`config.mk`:
```
export PLATFORM = sky130hd
export DESIGN_NAME = shift_engine
export DESIGN_NICKNAME = d
export VERILOG_FILES = /design/src/rtl/shift_pkg.sv /design/src/rtl/shift_step.sv /design/src/rtl/shift_engine.sv
export SDC_FILE = /design/constraint.sdc
export NUM_CORES = 1
export LEC_CHECK = 0
export BUFFER_PORTS_ARGS = -buffer_cell sky130_fd_sc_hd__buf_4
export CAP_MARGIN = 20
export CORE_MARGIN = 1.5
export CORE_UTILIZATION = 50
export DETAILED_ROUTE_END_ITERATION = 7
export GPL_ROUTABILITY_DRIVEN = 0
export PLACE_DENSITY = 0.79
export SLEW_MARGIN = 20
export SYNTH_ARGS = -nofsm -noshare
export SYNTH_HDL_FRONTEND = slang
export SYNTH_SLANG_ARGS = --single-unit
export TNS_END_PERCENT = 100
```
`constraint.sdc`:
```
create_clock -name clk -period 2.2 [get_ports clk]
set_input_delay 0.44 -clock clk [delete_from_list [all_inputs] [get_ports clk]]
set_output_delay 0.44 -clock clk [all_outputs]
set_load 0.05 [all_outputs]
```
`src/rtl/shift_pkg.sv`:
```
// Shared definitions for the iterative shift engine: op encodings, FSM states
// and default sizes.
package shift_pkg;

  localparam int DEF_WIDTH = 32;
  localparam int DEF_AMT_W = 6;
  localparam int MAX_SHIFT = 32;
  localparam int OP_W      = 3;

  localparam logic [OP_W-1:0] OP_SLL = 3'b000;
  localparam logic [OP_W-1:0] OP_SRL = 3'b001;
  localparam logic [OP_W-1:0] OP_SRA = 3'b010;
  localparam logic [OP_W-1:0] OP_ROL = 3'b011;
  localparam logic [OP_W-1:0] OP_ROR = 3'b100;

  typedef enum logic [1:0] {
    ST_IDLE  = 2'd0,
    ST_SHIFT = 2'd1,
    ST_DONE  = 2'd2
  } state_e;

  // Rotates take the distance modulo the word size; everything else saturates.
  function automatic logic is_rotate(input logic [OP_W-1:0] op);
    return (op == OP_ROL) || (op == OP_ROR);
  endfunction

endpackage

```
`src/rtl/shift_step.sv`:
```
// One-position shift/rotate of a WIDTH-bit word. Unknown op codes behave as SLL.
module shift_step
  import shift_pkg::*;
#(
  parameter int WIDTH = DEF_WIDTH
) (
  input  logic [OP_W-1:0]  op,
  input  logic [WIDTH-1:0] data,
  output logic [WIDTH-1:0] result
);

  // Select the single-bit move; SRA replicates the current sign bit.
  always_comb begin
    result = {data[WIDTH-2:0], 1'b0};
    case (op)
      OP_SLL:  result = {data[WIDTH-2:0], 1'b0};
      OP_SRL:  result = {1'b0, data[WIDTH-1:1]};
      OP_SRA:  result = {data[WIDTH-1], data[WIDTH-1:1]};
      OP_ROL:  result = {data[WIDTH-2:0], data[WIDTH-1]};
      OP_ROR:  result = {data[0], data[WIDTH-1:1]};
      default: result = {data[WIDTH-2:0], 1'b0};
    endcase
  end

endmodule

```
`src/rtl/shift_engine.sv`:
```
// Iterative shifter: moves the operand one bit per clock under a
// start/busy/done handshake. All outputs come straight from registers.
module shift_engine
  import shift_pkg::*;
#(
  parameter int WIDTH = DEF_WIDTH,
  parameter int AMT_W = DEF_AMT_W
) (
  input  logic             clk,
  input  logic             reset,
  input  logic             start,
  input  logic [2:0]       op,
  input  logic [AMT_W-1:0] amount,
  input  logic [WIDTH-1:0] data_in,
  output logic [WIDTH-1:0] data_out,
  output logic             busy,
  output logic             done
);

  // Beyond MAX_SHIFT steps a logical/arithmetic shift no longer changes the
  // word, so the count saturates there; rotates wrap modulo the word size.
  localparam logic [AMT_W-1:0] SAT_AMT  = AMT_W'(MAX_SHIFT);
  localparam logic [AMT_W-1:0] ROT_MASK = AMT_W'(MAX_SHIFT - 1);
  localparam logic [AMT_W-1:0] ONE      = AMT_W'(1);

  state_e            state;
  state_e            next_state;
  logic [AMT_W-1:0]  count;
  logic [AMT_W-1:0]  n_eff;
  logic [OP_W-1:0]   op_q;
  logic [WIDTH-1:0]  step_out;
  logic              accept;

  assign accept = (state == ST_IDLE) && start;

  shift_step #(.WIDTH(WIDTH)) u_step (
    .op     (op_q),
    .data   (data_out),
    .result (step_out)
  );

  // Effective number of single-bit steps for the requested operation.
  always_comb begin
    n_eff = amount;
    if (is_rotate(op)) begin
      n_eff = amount & ROT_MASK;
    end else if (amount > SAT_AMT) begin
      n_eff = SAT_AMT;
    end
  end

  // Next-state logic for the IDLE -> SHIFT -> DONE sequence.
  always_comb begin
    next_state = state;
    case (state)
      ST_IDLE: begin
        if (start) begin
          next_state = (n_eff == '0) ? ST_DONE : ST_SHIFT;
        end
      end
      ST_SHIFT: begin
        if (count == ONE) begin
          next_state = ST_DONE;
        end
      end
      ST_DONE:  next_state = ST_IDLE;
      default:  next_state = ST_IDLE;
    endcase
  end

  // State, handshake flags and the working register; flags are derived from
  // next_state so they are registered alongside the state itself.
  always_ff @(posedge clk) begin
    if (!reset) begin
      state    <= ST_IDLE;
      busy     <= 1'b0;
      done     <= 1'b0;
      count    <= '0;
      op_q     <= OP_SLL;
      data_out <= '0;
    end else begin
      state <= next_state;
      busy  <= (next_state != ST_IDLE);
      done  <= (next_state == ST_DONE);
      if (accept) begin
        op_q     <= op;
        data_out <= data_in;
        count    <= n_eff;
      end else if (state == ST_SHIFT) begin
        data_out <= step_out;
        count    <= count - ONE;
      end
    end
  end

endmodule

```
# After elaboration in Yosys (flattened, before gate mapping)

Cells that the tools add are included.

Logic and storage cells: 37
Input port bits: 44
Register bits after elaboration: 45
Output and inout bits: 34

Magnitude comparators: 1
Eq/ne operators: 10
Mux-type cells: 11
Add/subtract/negate cells: 1
Reductions and logical operators: 7

Operator list:

| cell                  | number |
|---|---|
| $pmux W32 S4          | 1 |
| $mux W32              | 2 |
| $mux W6               | 4 |
| $eq A3 B2 Y1 const B  | 3 |
| $eq A3 B3 Y1 const B  | 2 |
| $eq A6 B1 Y1 const B  | 1 |
| $gt A6 B6 Y1 const B  | 1 |
| $logic_not A6 Y1      | 1 |
| $mux W2               | 3 |
| $sub A6 B1 Y6 const B | 1 |
| $pmux W2 S2           | 1 |
| $reduce_bool A2 Y1    | 2 |
| $eq A3 B1 Y1 const B  | 1 |
| $eq A2 B1 Y1 const B  | 1 |
| $eq A2 B2 Y1 const B  | 1 |
| $logic_not A2 Y1      | 1 |
| $ne A2 B2 Y1 const B  | 1 |
| $reduce_and A2 Y1     | 1 |
| $logic_and A1 B1 Y1   | 1 |
| $logic_or A1 B1 Y1    | 1 |

# Depth between registers and ports, before layout

Gate-level depths: netlist of the first run.

Depth after elaboration: 8
Gate-level depth with buffers: 6

# Hierarchy

A second synthesis of the first run with hierarchy kept.

Cell total of the unflattened synthesis: 311
Area total of the unflattened synthesis: 2658.8 µm²

Modules (own cells, without submodules):

| module       | seq. area each (µm²) | area an instance (µm²) | instances | cells an instance |
|---|---|---|---|---|
| shift_engine | 900.9                | 2054.5                 | 1         | 262 |
| shift_step   | 0.0                  | 604.3                  | 1         | 49 |

# Worst setup path after synthesis of the first run

No wires, ideal clock.

Path kind: input to register
Start point: in start
End point: reg data_out[10]
Slack: 0.507 ns
Arrival: 1.571 ns
Path buffers: 2
Required time: 2.078 ns
Cell stages on the path: 5
Cell sequence: or3b_1 -> buf_2 -> and4_4 -> buf_6 -> a221o_1

Longest elaborated chain between the ends: 2
Elaborated cells on any way between the ends: 3
Classes of those cells: mux (1); reduce/logical (2)

RTL lines:

| item                                                  | RTL line           | RTL |
|---|---|---|
| start: declaration                                    | shift_engine.sv:11 | `input logic start,` |
| $logic_and A1 B1 Y1 (*)                               | shift_engine.sv:34 | `assign accept = (state == ST_IDLE) && start;` |
| $mux W32 / $reduce_bool A2 Y1 (equally long branches) | --                 |  |
| end signal: assignment                                | shift_engine.sv:87 | `data_out <= data_in;` |
| end signal: assignment                                | shift_engine.sv:90 | `data_out <= step_out;` |
| end: declaration                                      | shift_engine.sv:15 | `output logic [WIDTH-1:0] data_out,` |

Every way passes the cells marked *; elsewhere a longest branch is shown, timed or not.
A chain may end at the register's enable or synchronous reset.

# Final worst setup path of the first run

Start point: reg state[1]
End point: reg data_out[30]

Longest elaborated chain between the ends: 3
Elaborated cells on any way between the ends: 5
Classes of those cells: eq/ne (1); mux (1); reduce/logical (3)

RTL lines:

| item                                                  | RTL line           | RTL |
|---|---|---|
| start: declaration                                    | shift_engine.sv:26 | `state_e state;` |
| start signal: assignment                              | shift_engine.sv:82 | `state <= next_state;` |
| $logic_not A2 Y1                                      | shift_engine.sv:34 |  |
| $logic_and A1 B1 Y1                                   | shift_engine.sv:34 |  |
| $mux W32 / $reduce_bool A2 Y1 (equally long branches) | --                 |  |

Parallel ways exist; a longest one is shown, timed or not.

==> results of run 1 <==
worst max-delay path: cells and delay by family (launching register included):
kind            cells  cell delay (ns)
simple gates        1             0.52
compound gates      2             0.47
buf+inv             1             0.35
flops               1             0.34
layout by cell type, fill, tap and decap left out, types with 5 or more instances in the layout:
cell type	count
a21boi_0	33
nand3b_1	31
inv_1	5
clkbuf_8	5
o21ai_0	6
buf_4	86
nand2_1	45
nand3_1	7
a221o_1	30
dfxtp_1	45
a21oi_1	8
per-layer routing:
metal,track usage,vias to the layer above,wire length [um]
met5,0,-,0
met4,0.0713,0,55
met3,0.0387,5,268
met2,0.390,60,3050
met1,0.329,1158,2900
li1,-,1178,-
worst paths after layout:
kind | cells after the start | to | startpoint | slack, ns
setup / recovery | 4 | data_out[30] | state[1] | 0.46
hold / removal | 3 | count[4] | amount[4] | 0.41
setup reg to reg | 4 | data_out[30] | state[1] | 0.46
hold reg to reg | 2 | op_q[0] | op_q[0] | 0.53
power groups by stage:
stage / registers [mW] / clock network [mW] / logic, mW
after global routing: 1.04 / 0.534 / 0.905
after detailed placement: 1.04 / 0 / 0.840
after global placement: 1.04 / 0 / 0.827
after floorplan: 1.26 / 0 / 0.341
final: 1.02 / 0.493 / 0.842
after CTS: 1.02 / 0.497 / 0.843
cell families after synthesis:
logic type / Yosys count
multiplexers: 2
adder cells (fa/ha/maj): 2
flip-flops: 45
AND/OR/NAND/NOR: 104
AO/OA/AOI/OAI: 95
XOR/XNOR: 1
buffers and inverters: 30
flip-flops by register name, indices dropped and copies added (netlist names):
register / count
op_q: 3
count: 6
data_out: 32
busy: 1
done: 1
state: 2
per-stage QoR:
step	power, mW	instance area (um2)	hold WS [ns]
floorplan	1.60	2420	0.469
global placement	1.87	3020	0.501
detailed placement	1.88	3020	0.514
CTS	2.36	3100	0.406
global route	2.48	3110	0.423
finish	2.36	3110	0.412
final cells by class:
class | instances | area, um2 | share of cell area
Timing Repair Buffer | 86 | 646 | 0.208
Tap cell | 54 | 67.6 | 0.0217
Sequential cell | 45 | 901 | 0.290
Clock inverter | 2 | 10.0 | 0.00322
Multi-Input combinational cell | 204 | 1390 | 0.448
Inverter | 5 | 18.8 | 0.00604
Clock buffer | 6 | 72.6 | 0.0233
==> out/results.ini, run 1 <==
[run_status]
status = complete, no violations

[finish]
syn_to_final_growth_pct = 28.4
diodes = 0
fillCellCount = 409
postLayoutCoreUtil = 0.663
final_cells = 402
drive_gt1_frac = 0.284
nets = 393

[drt]
drtIter0Drc = 177
wl_mm = 6.27
ant_nets = 0
routedWlPerCell_um = 15.6
first_pass_iters = 4
drc = 0
vias = 2401
via_per_inst = 5.97

[global_routing]
grt_pass1_wl_mm = 10.1
grt_pass1_vias = 2136
grt_use_total = 0.240
grt_max_degree = 48
antenna_found_initial = 0
grt_overflow = 0

[clock_tree]
tritoncts = done
root_buffer = clkbuf_8
clock_latency_ns = 0.29
postCtsSetupRepairBufs = 0
cts_hold_buf = 0
clk_path_buf_depth = 2
cts_resized = 0
h-tree-depth = 2
cts.clk_slew.worst_paths_ns = 0.08
cts_buffers = 5
clkSinkCount = 45

[timing]
finalSetupTns_ns = 0
finClkSkew_ns = 0.00356
fin_ws_ns = 0.458
setup_violations = 0
period_minus_slack_ns = 1.74
hold_violations = 0
tightest_slew_ns = 0.669
min_period_over_period = 0.792
fmax_ghz = 0.574
maxSlewViolCount = 0
rsz0062_at_grt = no
relSlewSlack = 0.553

[yosys]
yosysSeqAreaShare = 0.372
syn_nets = 325
muxShareOfSynthArea = 0.00879
synth_compound_area_frac = 0.316
synth_area_per_cell_um2 = 8.68
synth-edff-count = 0
synth_top_family_by_area = compound AO/OA/AOI/OAI gates
synth_cells = 279
yosys-top-cells-area = dfxtp_1, a221o_1, a21boi_0
synth-simple-area-share = 0.233
synthXorXnorAreaFrac = 0.00362
ys_ff_latch = 45
async_reset_ff_frac = 0
synth_top_area_frac = 0.372
yosysWarnings = 0
syn-cell-area_mm2 = 0.00242
synthDistinctLibCells = 38
yosys-top-cells-count = dfxtp_1, nand2_1, a21boi_0, nand3b_1, a221o_1
synthFlopType = dfxtp_1
synth_fa_ha_area_frac = 0.0103
synth_top_area_cell = dfxtp_1

[critical_path]
cpPeakStageDelay_ns = 0.52
critPathLaunchType = register
worstPathArrival_ns = 1.98
criticalPathCategory = register to register
end_kind = register
cp_data_required_time_ns = 2.44
critPathSlowestCell = and4_4
crit_chain = o21ba_2 -> buf_4 -> and4_4 -> a221o_1
crit_fanout = 37

[pwr]
clkPwrFrac = 0.209
swShare = 0.380
comb_power_share = 0.357
p_per_area_mw_per_mm2 = 758
ir_drop_mv = 0.437
internal_power_mw = 1.46
p_sw_mw = 0.895
p_seq_frac = 0.434
leakage_nw = 1.29

[floorplanning]
core_area_mm2 = 0.00469
fp.dieH_um = 72.6
die_area_mm2 = 0.00527
fp.dieW_um = 72.6
pin_count = 78
initial_core_util = 0.516
rows = 25

[job]
cap_violations = 0

[worst_hold_path]
hp-class = input pin to register

[placed_design]
numPortBuffers = 77
pre_cts_ws_ns = 0.0652
dp_hpwl_mm = 4.29
dp_cells = 394

No activity file was read; power rests on OpenSTA's default activity.
==> run 2, diff against run 1 <==
ABC_AREA = 1   (was unset)
PLACE_DENSITY = 0.78   (was 0.79)
clock period = 1.8 ns   (was 2.2 ns; I/O delays follow)
==> run 2 against run 1 <==
Effect of this change:
- routed wire length up 12%
- synthesized cell count grew 43%
- sequential share of layout area decreased by 1.5 points
- cell count grew 33%
- sequential cell count did not move
- largest power group unchanged
==> out/results.ini, run 2 <==
[drt]
drc = 0  ; unchanged
ant_nets = 0  ; unchanged
first_pass_iters = 4  ; unchanged
drtIter0Drc = 249  ; was 177
via_per_inst = 5.40  ; was 5.97
vias = 2885  ; was 2401
wl_mm = 7.01  ; was 6.27 mm
routedWlPerCell_um = 13.1  ; was 15.6 um

[finish]
final_common_cell = nand2_1  ; was buf_4
largest_register = data_out  ; unchanged
largest_reg_flops = 32  ; unchanged
nets = 513  ; was 393
largestRegisters = data_out x32, count x6, op_q x3  ; unchanged
diodes = 0  ; unchanged
syn_to_final_growth_pct = 27.7  ; was 28.4%
drive_gt1_frac = 0.225  ; was 0.284
layout_common_cells = nand2_1, buf_4, a21oi_1, dfxtp_1, o21ai_0  ; was buf_4, nand2_1, dfxtp_1, a21boi_0, nand3b_1

[floorplanning]
core_area_mm2 = 0.00485  ; was 0.00469 mm2
pin_count = 78  ; unchanged
initial_core_util = 0.530  ; was 0.516
die_area_mm2 = 0.00558  ; was 0.00527 mm2
rows = 25  ; unchanged
fp.dieW_um = 74.7  ; was 72.6 um
fp.dieH_um = 74.7  ; was 72.6 um

[placed_design]
pre_cts_ws_ns = 0.364  ; was 0.0652 ns
numPortBuffers = 77  ; unchanged
dp_hpwl_mm = 4.86  ; was 4.29 mm

[critical_path]
cpLargestDelayFamily = buffers and inverters  ; was simple AND/OR/NAND/NOR gates
crit_start = state[1]  ; unchanged
cp_data_required_time_ns = 2.02  ; was 2.44 ns
r2r_end = data_out[21]  ; was data_out[30]
r2r-start = state[1]  ; unchanged
critical_path_depth = 7  ; was 4
end_kind = register  ; unchanged
r2r_slack_ns = 0.32  ; was 0.46 ns
criticalPathCategory = register to register  ; unchanged
critPathCapture = data_out[21]  ; was data_out[30]
crit_fanout = 19  ; was 37
cpPeakStageDelay_ns = 0.38  ; was 0.52 ns
critPathBufInv = 3  ; was 1
r2r_cells = 7  ; was 4
critPathSlowestCell = dfxtp_1  ; was and4_4
worstPathArrival_ns = 1.70  ; was 1.98 ns
critPathLaunchType = register  ; unchanged
crit_chain = inv_1 -> nand2_2 -> nor2_4 -> inv_2 -> buf_4 -> nand2_1 -> a21oi_1  ; was o21ba_2 -> buf_4 -> and4_4 -> a221o_1

[yosys]
synth_fa_ha_area_frac = 0.00974  ; was 0.0103
synthDistinctLibCells = 24  ; was 38
synth_area_per_cell_um2 = 6.46  ; was 8.68 um2
yosys-top-cells-count = nand2_1, a21oi_1, dfxtp_1, o21ai_0, nand4_1  ; was dfxtp_1, nand2_1, a21boi_0, nand3b_1, a221o_1
syn-cell-area_mm2 = 0.00257  ; was 0.00242 mm2
syn_nets = 444  ; was 325
yosysWarnings = 0  ; unchanged
synthFlopType = dfxtp_1  ; unchanged
muxShareOfSynthArea = 0  ; was 0.00879
synth_top_family_by_area = simple AND/OR/NAND/NOR gates  ; was compound AO/OA/AOI/OAI gates
synth-simple-area-share = 0.306  ; was 0.233
synth_most_common_cell = nand2_1
yosys-top-cells-area = dfxtp_1, nand2_1, a21oi_1  ; was dfxtp_1, a221o_1, a21boi_0
synth_top_area_frac = 0.351  ; was 0.372
async_reset_ff_frac = 0  ; unchanged
yosysSeqAreaShare = 0.351  ; was 0.372
synthXorXnorAreaFrac = 0.00341  ; was 0.00362
synth_top_area_cell = dfxtp_1  ; unchanged
synth-edff-count = 0  ; unchanged
ys_ff_latch = 45  ; unchanged
synth_cells = 398  ; was 279
synth_compound_area_frac = 0.240  ; was 0.316

[clock_tree]
clkSinkCount = 45  ; unchanged
cts.clk_slew.worst_paths_ns = 0.08  ; about the same
root_buffer = clkbuf_8  ; unchanged
cts_buffers = 5  ; unchanged
tritoncts = done  ; unchanged
postCtsSetupRepairBufs = 0  ; unchanged
cts_resized = 0  ; unchanged
cts_hold_buf = 0  ; unchanged
clock_latency_ns = 0.29  ; about the same
clk_path_buf_depth = 2  ; unchanged
h-tree-depth = 2  ; unchanged

[timing]
min_period_over_period = 0.822  ; was 0.792
period_minus_slack_ns = 1.48  ; was 1.74 ns
finClkSkew_ns = 0.00371  ; was 0.00356 ns
fin_ws_ns = 0.321  ; was 0.458 ns
relSlewSlack = 0.738  ; was 0.553
maxSlewViolCount = 0  ; unchanged
rsz0062_at_grt = no  ; unchanged
tightest_slew_ns = 0.393  ; was 0.669 ns
finalSetupTns_ns = 0  ; unchanged
fmax_ghz = 0.676  ; was 0.574 GHz
hold_violations = 0  ; unchanged
hold_slack_ns = 0.324  ; was 0.412 ns
setup_violations = 0  ; unchanged

[global_routing]
grt_pass1_vias = 2472  ; was 2136
antenna_found_initial = 0  ; unchanged
grt_use_total = 0.253  ; was 0.240
grt_overflow = 0  ; unchanged
grt_max_degree = 40  ; was 48
grt_pass1_wl_mm = 11.2  ; was 10.1 mm

[pwr]
leakage_nw = 1.55  ; was 1.29 nW
ir_drop_mv = 0.440  ; was 0.437 mV
p_per_area_mw_per_mm2 = 945  ; was 758 mW/mm2

[run_status]
status = complete, no violations  ; unchanged

[job]
cap_violations = 0  ; unchanged

[worst_hold_path]
hp-class = input pin to register  ; unchanged

## run 2: area by class of cell
type                    instances  area (um2)
repair buffers                 92         691
clock buffers                   7        86.3
well taps                      67        83.8
inverters                      22        82.6
fillers                       487        1570
multi-input cells             301        1440
flip-flops and latches         45         901
## run 2: worst reg2reg max path, cell delays in order (launching register included)
cell	delay [ns]
dfxtp_1	0.38
inv_1	0.09
nand2_2	0.12
nor2_4	0.08
inv_2	0.26
buf_4	0.26
nand2_1	0.08
a21oi_1	0.14
## run 2: power by group
part | total [mW] | leakage [nW] | switching (mW) | internal [mW]
clock network | 0.641 | 0.0443 | 0.335 | 0.305
registers | 1.23 | 0.374 | 0.117 | 1.11
logic | 1.23 | 1.13 | 0.805 | 0.423
total | 3.10 | 1.55 | 1.26 | 1.84
## run 2: cell families (layout without fill, tap and decap cells)
logic type               count (synthesis)  count (layout)
AND/OR/NAND/NOR                        177             177
AO/OA/AOI/OAI                          121             121
XOR/XNOR                                 1               1
adder cells (fa/ha/maj)                  2               2
buffers and inverters                   52             121
flip-flops                              45              45
## run 2: how the worst min path moves through the flow
| stage | startpoint | end | slack [ns] | depth (start not counted) |
|---|---|---|---|---|
| after floorplan | count[2] | count[2] | 0.46 | 2 |
| after detailed placement | count[2] | count[2] | 0.48 | 2 |
| after global routing | amount[0] | count[0] | 0.32 | 3 |
| after CTS | amount[1] | count[1] | 0.32 | 3 |
| after global placement | count[2] | count[2] | 0.47 | 2 |
| final | amount[0] | count[0] | 0.32 | 3 |
## run 2: per-layer routing
layer	GRT usage	share of wire	up-vias
met5	0	0	-
met1	0.352	0.47	1295
met4	0.0687	0.0077	0
li1	-	-	1497
met2	0.415	0.47	89
met3	0.0348	0.056	4
## run 2: through the flow
step	instances	area [um2]	power (mW)	utilization
floorplan	398	2570	2.10	-
global placement	527	3190	2.45	0.659
detailed placement	527	3190	2.47	0.659
CTS	534	3280	3.11	0.677
global route	534	3280	3.28	0.677
finish	534	3280	3.10	0.677
